### src/rtl/stopwatch_pkg.sv
// Shared types and helpers for the stopwatch control slice.
// State encoding, BCD digit layout and event priority live here.
package stopwatch_pkg;

  typedef enum logic [1:0] {
    ST_IDLE  = 2'd0,
    ST_RUN   = 2'd1,
    ST_LAP   = 2'd2,
    ST_PAUSE = 2'd3
  } sw_state_e;

  // Highest priority first: clear, start, lap.
  typedef enum logic [1:0] {
    EV_NONE  = 2'd0,
    EV_CLEAR = 2'd1,
    EV_START = 2'd2,
    EV_LAP   = 2'd3
  } sw_event_e;

  localparam logic [3:0] BCD_MAX = 4'd9;
  localparam int DIG_W     = 4;
  localparam int DIG_NUM   = 4;
  localparam int DIG_HUND  = 0;
  localparam int DIG_TENTH = 4;
  localparam int DIG_SEC   = 8;
  localparam int DIG_TSEC  = 12;

  localparam logic [15:0] BCD_TOP = {4{BCD_MAX}};

  // One event per cycle; lower-priority presses are dropped.
  function automatic sw_event_e pick_event(
    input logic clr,
    input logic start,
    input logic lap
  );
    sw_event_e ev;
    if (clr)
      ev = EV_CLEAR;
    else if (start)
      ev = EV_START;
    else if (lap)
      ev = EV_LAP;
    else
      ev = EV_NONE;
    return ev;
  endfunction

  // Ripple a +1 through four BCD digits, wrapping 99.99 to 00.00.
  function automatic logic [15:0] bcd_inc(
    input logic [15:0] v
  );
    logic [15:0] r;
    logic        c;
    r = v;
    c = 1'b1;
    for (int i = 0; i < DIG_NUM; i++) begin
      if (c) begin
        if (r[i*DIG_W +: DIG_W] == BCD_MAX) begin
          r[i*DIG_W +: DIG_W] = '0;
        end else begin
          r[i*DIG_W +: DIG_W] = r[i*DIG_W +: DIG_W] + 4'd1;
          c = 1'b0;
        end
      end
    end
    return r;
  endfunction

endpackage

### src/rtl/stopwatch_ctrl_btn_debounce.sv
// Button conditioner: 2-FF sync, tick-gated stability count,
// and a one-cycle pulse on each accepted rising level.
module btn_debounce #(
  parameter int DEB_MS = 20
) (
  input  logic clk_100M,
  input  logic rst,
  input  logic tick_i,
  input  logic btn_i,
  output logic press_o
);

  localparam int CW = $clog2(DEB_MS + 1);
  localparam logic [CW-1:0] CNT_LAST = CW'(DEB_MS - 1);

  logic [1:0]    sync_q;
  logic [CW-1:0] cnt_q;
  logic [CW-1:0] cnt_d;
  logic          lvl_q;
  logic          lvl_d;
  logic          lvl_dly_q;
  logic          press_q;

  // Count stable ticks that disagree with the accepted level.
  always_comb begin
    cnt_d = cnt_q;
    lvl_d = lvl_q;
    if (sync_q[1] == lvl_q) begin
      cnt_d = '0;
    end else if (tick_i) begin
      if (cnt_q == CNT_LAST) begin
        lvl_d = sync_q[1];
        cnt_d = '0;
      end else begin
        cnt_d = cnt_q + 1'b1;
      end
    end
  end

  // Sync, level register and rising-edge pulse.
  always_ff @(posedge clk_100M or posedge rst) begin
    if (rst) begin
      sync_q    <= '0;
      cnt_q     <= '0;
      lvl_q     <= 1'b0;
      lvl_dly_q <= 1'b0;
      press_q   <= 1'b0;
    end else begin
      sync_q    <= {sync_q[0], btn_i};
      cnt_q     <= cnt_d;
      lvl_q     <= lvl_d;
      lvl_dly_q <= lvl_q;
      press_q   <= lvl_q & ~lvl_dly_q;
    end
  end

  assign press_o = press_q;

endmodule

### src/rtl/stopwatch_ctrl.sv
// Stopwatch sequencer: 1 kHz tick, button FSM, prescaler,
// 4-digit BCD time (SS.CC) and lap freeze for the display.
module stopwatch_ctrl
  import stopwatch_pkg::*;
#(
  parameter int TICKS_PER_CS = 10,
  parameter int DEB_MS       = 20
) (
  input  logic        clk_100M,
  input  logic        rst,
  input  logic        clk_1K,
  input  logic        btn_start,
  input  logic        btn_lap,
  input  logic        btn_clear,
  output logic [15:0] disp_bcd,
  output logic        running,
  output logic        lap_active,
  output logic        ovf,
  output logic [1:0]  state
);

  localparam int PW =
    (TICKS_PER_CS > 1) ? $clog2(TICKS_PER_CS) : 1;
  localparam logic [PW-1:0] PS_LAST =
    PW'(TICKS_PER_CS - 1);

  logic [2:0]    k_sync_q;
  logic          tick_q;

  logic          p_start;
  logic          p_lap;
  logic          p_clr;
  sw_event_e     ev;

  sw_state_e     state_q;
  logic          run_q;
  logic          lap_act_q;
  logic [15:0]   lap_bcd_q;

  logic [PW-1:0] psc_q;
  logic [PW-1:0] psc_d;
  logic          cs_inc_q;
  logic          cs_inc_d;

  logic [15:0]   cnt_q;
  logic [15:0]   cnt_d;
  logic          ovf_q;
  logic          ovf_d;

  logic          counting;
  logic          zero_req;

  // Sync clk_1K and pulse tick on its rising edge.
  always_ff @(posedge clk_100M or posedge rst) begin
    if (rst) begin
      k_sync_q <= '0;
      tick_q   <= 1'b0;
    end else begin
      k_sync_q <= {k_sync_q[1:0], clk_1K};
      tick_q   <= k_sync_q[1] & ~k_sync_q[2];
    end
  end

  btn_debounce #(.DEB_MS(DEB_MS)) u_deb_start (
    .clk_100M (clk_100M),
    .rst      (rst),
    .tick_i   (tick_q),
    .btn_i    (btn_start),
    .press_o  (p_start)
  );

  btn_debounce #(.DEB_MS(DEB_MS)) u_deb_lap (
    .clk_100M (clk_100M),
    .rst      (rst),
    .tick_i   (tick_q),
    .btn_i    (btn_lap),
    .press_o  (p_lap)
  );

  btn_debounce #(.DEB_MS(DEB_MS)) u_deb_clear (
    .clk_100M (clk_100M),
    .rst      (rst),
    .tick_i   (tick_q),
    .btn_i    (btn_clear),
    .press_o  (p_clr)
  );

  assign ev = pick_event(p_clr, p_start, p_lap);

  assign counting = (state_q == ST_RUN) ||
                    (state_q == ST_LAP);

  // IDLE holds zero; clear from PAUSE zeroes at once.
  assign zero_req = (state_q == ST_IDLE) ||
                    ((state_q == ST_PAUSE) &&
                     (ev == EV_CLEAR));

  // Prescaler next state: divide ticks down to centiseconds.
  always_comb begin
    psc_d    = psc_q;
    cs_inc_d = 1'b0;
    if (zero_req) begin
      psc_d = '0;
    end else if (counting && tick_q) begin
      if (psc_q == PS_LAST) begin
        psc_d    = '0;
        cs_inc_d = 1'b1;
      end else begin
        psc_d = psc_q + 1'b1;
      end
    end
  end

  // BCD counter next state; cs_inc is honoured in any state.
  always_comb begin
    cnt_d = cnt_q;
    ovf_d = 1'b0;
    if (zero_req) begin
      cnt_d = '0;
    end else if (cs_inc_q) begin
      cnt_d = bcd_inc(cnt_q);
      ovf_d = (cnt_q == BCD_TOP);
    end
  end

  // Prescaler, live counter and wrap pulse registers.
  always_ff @(posedge clk_100M or posedge rst) begin
    if (rst) begin
      psc_q    <= '0;
      cs_inc_q <= 1'b0;
      cnt_q    <= '0;
      ovf_q    <= 1'b0;
    end else begin
      psc_q    <= psc_d;
      cs_inc_q <= cs_inc_d;
      cnt_q    <= cnt_d;
      ovf_q    <= ovf_d;
    end
  end

  // Control FSM with registered status flags and lap latch.
  always_ff @(posedge clk_100M or posedge rst) begin
    if (rst) begin
      state_q   <= ST_IDLE;
      run_q     <= 1'b0;
      lap_act_q <= 1'b0;
      lap_bcd_q <= '0;
    end else begin
      unique case (state_q)
        ST_IDLE: begin
          if (ev == EV_START) begin
            state_q <= ST_RUN;
            run_q   <= 1'b1;
          end
        end
        ST_RUN: begin
          if (ev == EV_START) begin
            state_q <= ST_PAUSE;
            run_q   <= 1'b0;
          end else if (ev == EV_LAP) begin
            state_q   <= ST_LAP;
            lap_act_q <= 1'b1;
            lap_bcd_q <= cnt_q;
          end
        end
        ST_LAP: begin
          if (ev == EV_START) begin
            state_q   <= ST_PAUSE;
            run_q     <= 1'b0;
            lap_act_q <= 1'b0;
          end else if (ev == EV_LAP) begin
            state_q   <= ST_RUN;
            lap_act_q <= 1'b0;
          end
        end
        ST_PAUSE: begin
          if (ev == EV_CLEAR) begin
            state_q <= ST_IDLE;
          end else if (ev == EV_START) begin
            state_q <= ST_RUN;
            run_q   <= 1'b1;
          end
        end
      endcase
    end
  end

  assign disp_bcd   = lap_act_q ? lap_bcd_q : cnt_q;
  assign running    = run_q;
  assign lap_active = lap_act_q;
  assign ovf        = ovf_q;
  assign state      = state_q;

endmodule

### config.mk
export PLATFORM = sky130hd
export DESIGN_NAME = stopwatch_ctrl
export DESIGN_NICKNAME = d
export VERILOG_FILES = /design/src/rtl/stopwatch_pkg.sv /design/src/rtl/stopwatch_ctrl_btn_debounce.sv /design/src/rtl/stopwatch_ctrl.sv
export SDC_FILE = /design/constraint.sdc
export NUM_CORES = 1
export LEC_CHECK = 0
export ABC_AREA = 1
export CORE_ASPECT_RATIO = 0.8
export CORE_MARGIN = 2
export CORE_UTILIZATION = 50
export DETAILED_ROUTE_END_ITERATION = 10
export MAX_ROUTING_LAYER = met4
export PLACE_DENSITY = 0.8
export SLEW_MARGIN = 20
export SYNTH_ARGS = -nofsm -noshare
export SYNTH_HDL_FRONTEND = slang
export SYNTH_SLANG_ARGS = --single-unit
### constraint.sdc
create_clock -name clk_100M -period 3 [get_ports clk_100M]
set_input_delay 0.3 -clock clk_100M [delete_from_list [all_inputs] [get_ports clk_100M]]
set_output_delay 0.3 -clock clk_100M [all_outputs]
set_load 0.02 [all_outputs]
# Word-level counts from Yosys, hierarchy flattened
# Cells that the tools add are included.
# Widths: inputs -> output; s select.
# classes
addsub	8
n_eq_ne	24
mux	57
bitwise_logic	12
reduce_logical	25
# ops
operator	n
$mux 16	3
$mux 5	9
$mux 4	10
$mux 1	23
$add 4x1->4 const B	5
$eq 4x4->1 const B	5
$mux 2	9
$reduce_bool 2->1	9
$eq 16x16->1 const B	1
$add 5x1->5 const B	3
$eq 5x5->1 const B	3
$reduce_and 3->1	4
$reduce_and 2->1	5
$eq 2x2->1 const B	4
$not 1->1	8
$pmux 2 s4	1
$ne 3x1->1 const B	2
$and 1x1->1	4
$eq 2x1->1 const B	2
$ne 2x1->1 const B	2
$ne 2x2->1 const B	2
$reduce_and 4->1	1
$eq 1x1->1	3
$pmux 1 s3	1
5 further kinds	7
# word_totals
reg_bits	76
in_bits	6
output_inout_bits	21
wordCells	154

# Depth between registers and ports, before layout
# depth
depth_word	16
depth_mapped	9
depth_no_buf	9

# Cells and area by module
# From an unflattened synthesis, not the netlist that was laid out.
# hier_totals
hier_cells	475
area_unflattened_um2	3982.6
# modules_own_cells
module	instances	cells_per_inst	area_each_um2	seq_area_each_um2
stopwatch_ctrl	1	292	2481.1	1151.1
btn_debounce	3	61	500.5	250.2

# Worst setup path before layout
# OpenSTA, ideal clock, no wires.
# synth_path
path_type	register to register
startpoint	reg state_q[0], in the netlist state[0]
endpoint	reg psc_q[2]
t_arrival_ns	1.408
required_ns	2.881
path_slack_ns	1.473
stages_incl_launch_ff	9
n_path_buf	0
synth_period_minus_slack_ns	1.527
cell_sequence	dfrtp_1 inv_1 ha_1 nand2_1 inv_2 nor2_2 inv_2 a21oi_1 nor2_1
# synth_via
elab_chain_cells	4
word_cells_on_any_way	10
classes_between	eq/ne (3); mux (1); reduce/logical (6)
# synth_rtl
item	line_no	text
from (decl)	stopwatch_ctrl.sv:35	sw_state_e state_q;
from (signal assigned)	stopwatch_ctrl.sv:144	state_q <= ST_IDLE;
from (signal assigned)	stopwatch_ctrl.sv:152	state_q <= ST_RUN;
from (signal assigned)	stopwatch_ctrl.sv:158	state_q <= ST_PAUSE;
$eq 2x2->1 (tied with other cells)	stopwatch_ctrl.sv:95	((state_q == ST_PAUSE) &&
$logic_and 1x1->1 or $logic_or 1x1->1 (tied branches)	stopwatch_ctrl.sv:95, stopwatch_ctrl.sv:90	
$logic_or 1x1->1 or $logic_and 1x1->1 (tied branches)	stopwatch_ctrl.sv:94, stopwatch_ctrl.sv:104	
$mux 4 or $reduce_bool 2->1 (tied branches)	--	
to (signal assigned)	stopwatch_ctrl.sv:134	psc_q <= psc_d;
to (decl)	stopwatch_ctrl.sv:40	logic [PW-1:0] psc_q;
# Parallel ways exist; a longest one is shown, timed or not.
# A chain may end at the register's enable or synchronous reset.

# Final worst setup path
# layout_path
startpoint	reg lap_act_q, in the netlist lap_active
endpoint	out disp_bcd[3]
# layout_via
elab_chain_cells	1
# layout_rtl
item	line_no	text
from (decl)	stopwatch_ctrl.sv:37	logic lap_act_q;
from (signal assigned)	stopwatch_ctrl.sv:146	lap_act_q <= 1'b0;
from (signal assigned)	stopwatch_ctrl.sv:162	lap_act_q <= 1'b1;
from (signal assigned)	stopwatch_ctrl.sv:170	lap_act_q <= 1'b0;
$mux 16	stopwatch_ctrl.sv:188	assign disp_bcd = lap_act_q ? lap_bcd_q : cnt_q;
to (decl)	stopwatch_ctrl.sv:15	output logic [15:0] disp_bcd,
# Every way passes these cells.

==> metrics <==
largest cells by area after synthesis=dfrtp_1, nand2_1, o21ai_1, ha_1, nand3_1; die width=99.6 um; Finished Core Util=60.4%; part of the Yosys area used for sequential elements=52.0%; Post-Synthesis Cells=394; fraction of layout instances using a drive strength above 1=10.3%; leakage power=1.84 nW; Via density=5.25; final clock period utilization by the worst path=82.2%; total power after layout=1.93 mW; routed wire length=6.87 mm; CTS Buf Count=9; power density over the cells=458 mW/mm2; layout overhead on the synthesized area=15.4%; outcome=finished, final reports clean; Post-CTS Setup Bufs=0; clock tree sinks=76; die area=0.00802 mm2; Critical Path Start Type=flip-flop; core region area=0.00699 mm2; count of final max-slew check failures=0; CP Data Arrival Time=2.17 ns; worst setup skew after layout=0.00770 ns; via count of the first global-routing pass=2,719; pin count of the biggest net entering global routing=77; filler cell count in the final layout=563; setup repair after global routing missed its margin=false; required time reported for the critical path endpoint=2.70 ns; Core Rows=27; Post-Syn Nets=417; setup ws final=0.535 ns; net count reported at finish=447; maximum clock frequency=406 MHz; Layout Cell Area excl Fill=0.00422 mm2; TritonCTS clock tree=yes; clock latency on the worst-skew pair=0.34 ns; Crit. End Element=output port; total setup violations reported at the end of the flow=0; area of the mapped netlist=0.00366 mm2; count of unique library cells instantiated by Yosys=35; cell area after placement=0.00400 mm2; initial cell density of the core=52.3%; H-tree levels=3; Top Ports=27; worst hold start=u_deb_clear.sync_q[0]$_DFF_PP0_; number of routed nets with antenna violations=0; global router's overall resource usage=20.1%; most used flip-flop cell after synthesis=dfrtp_1; number of antenna violations at the first check in global routing=0; crit path time final=2.47 ns; final routed DRC violation total=0; Hold Violations, Final=0; minimum setup slack among reg-to-reg paths=1.25 ns; final estimated routing congestion in global placement=0.836; number of buffers between clock root and the deepest sink=2; length in cells of the worst reg-to-reg path=5; Worst Hold Path EP=u_deb_clear.sync_q[1]$_DFF_PP0_; number of max-cap violations=0; number of input and output port buffers inserted=26; Die Height=80.5 um; fraction of registers with async set or reset after synthesis=100%; final setup TNS=0 ns; transition at the pin with the smallest max-transition slack=0.873 ns; Yosys warning total=0; class of the most critical hold timing path=flip-flop to flip-flop; diode insertion count for antenna repair=0; average wire length per cell after detail routing=13.3 um; buffer cell driving the clock tree root=clkbuf_8; drt first pass iters=4; via count=2,708; worst rel slew slack=41.8%; most frequently used cell type in the post-synthesis netlist=nand2_1; Starting DRT DRC Count=195; source of the worst register-to-register timing path=state[1]$_DFFE_PP0P_; average cell area after synthesis=9.28 um2; peak ir drop on the vdd network=0.281 mV; Post-DP HPWL=4.83 mm; largest fanout on the critical path=34; worst slack at placement=0.925 ns; clock slew at the register clock pins of the worst setup and hold paths=0.08 ns; GRT Residual Overflow=0; # hold bufs at CTS=0; critical path start-end classification=flip-flop to output port; capture point of the worst reg-to-reg path=lap_bcd_q[10]$_DFFE_PP0P_; number of cells upsized or downsized after cts=0; leading area contributor after synthesis=dfrtp_1; #FFs+latches synth=76; top cell type's share of synthesized area=52.0%; most numerous cell types in the synthesized netlist=nand2_1, dfrtp_1, o21ai_1, nand3_1, inv_1; cell depth of the worst min-delay path=0; wire length of the first global-routing pass=12.4 mm; number of enable flip-flop cells after synthesis=0
==> cell usage in the layout (no fill, tap or decap), drive strengths merged, types with 7 or more instances in the layout <==
master          n
dfrtp          76
clkdlybuf4s50  26
nand3          43
o21ai          66
ha             17
clkbuf         10
nand4           7
nand2          83
inv            38
nor2           21
xor2           14
==> registers in the layout (all words and copies together), names as in the netlist, 2 cells and up <==
signal	flops
cnt_q	16
k_sync_q	3
lap_bcd_q	16
psc_q	4
state	2
u_deb_clear.cnt_q	5
u_deb_clear.sync_q	2
u_deb_lap.cnt_q	5
u_deb_lap.sync_q	2
u_deb_start.cnt_q	5
u_deb_start.sync_q	2
==> area by class of cell <==
type | instances | area (um2) | area share, %
Multi-Input combinational cell | 272 | 1570 | 37.1
Timing Repair Buffer | 27 | 280 | 6.64
Inverter | 38 | 145 | 3.44
Sequential cell | 76 | 1900 | 45.1
Tap cell | 87 | 109 | 2.58
Clock buffer | 10 | 128 | 3.02
Clock inverter | 6 | 88.8 | 2.10
==> cells by family after synthesis <==
kind of cell	Yosys count	synth area share, %
xor gates and xnor gates	16	4.24
and+or+nand+nor	163	22.2
adders and majority gates	17	5.82
DFF	76	52.0
buffers and inverters	46	5.13
AOI/OAI and AO/OA	76	10.6
==> how the worst max path moves through the flow <==
stage | start | endpoint | slack, ns | cells after the start
finish | lap_active$_DFFE_PP0P_ | disp_bcd[3] | 0.53 | 3
global route | lap_active$_DFFE_PP0P_ | disp_bcd[9] | 0.31 | 3
CTS | lap_active$_DFFE_PP0P_ | disp_bcd[2] | 0.52 | 3
detailed placement | lap_active$_DFFE_PP0P_ | disp_bcd[4] | 0.93 | 3
global placement | lap_active$_DFFE_PP0P_ | disp_bcd[3] | 1.00 | 3
floorplan | rst | cnt_q[0]$_DFFE_PP0P_ | 0.76 | 1
==> worst max-delay path, stage by stage (launching register included) <==
cell and delay [ns]:
dfrtp_1 0.92, nand2_1 0.11, o21ai_0 0.13, clkdlybuf4s50_1 0.65
==> per-layer routing <==
metal / track usage, % / routed length [um]
met4: 8.22 / 44
met5: - / 0
met2: 31.5 / 3380
met3: 4.61 / 208
met1: 25.6 / 3240
==> power breakdown <==
| group | switching, mW | internal [mW] | total (mW) |
|---|---|---|---|
| logic | 0.0334 | 0.0160 | 0.0494 |
| clock network | 0.372 | 0.468 | 0.840 |
| registers | 0.00986 | 1.03 | 1.04 |
| total | 0.415 | 1.52 | 1.93 |
==> metrics by stage <==
step                      hold WS, ns  std cells
after floorplan                 0.331        394
after global placement          0.336        500
after detailed placement        0.336        500
after CTS                       0.353        516
after global routing            0.355        516
final                           0.350        516
No activity file was read; power rests on OpenSTA's default activity.
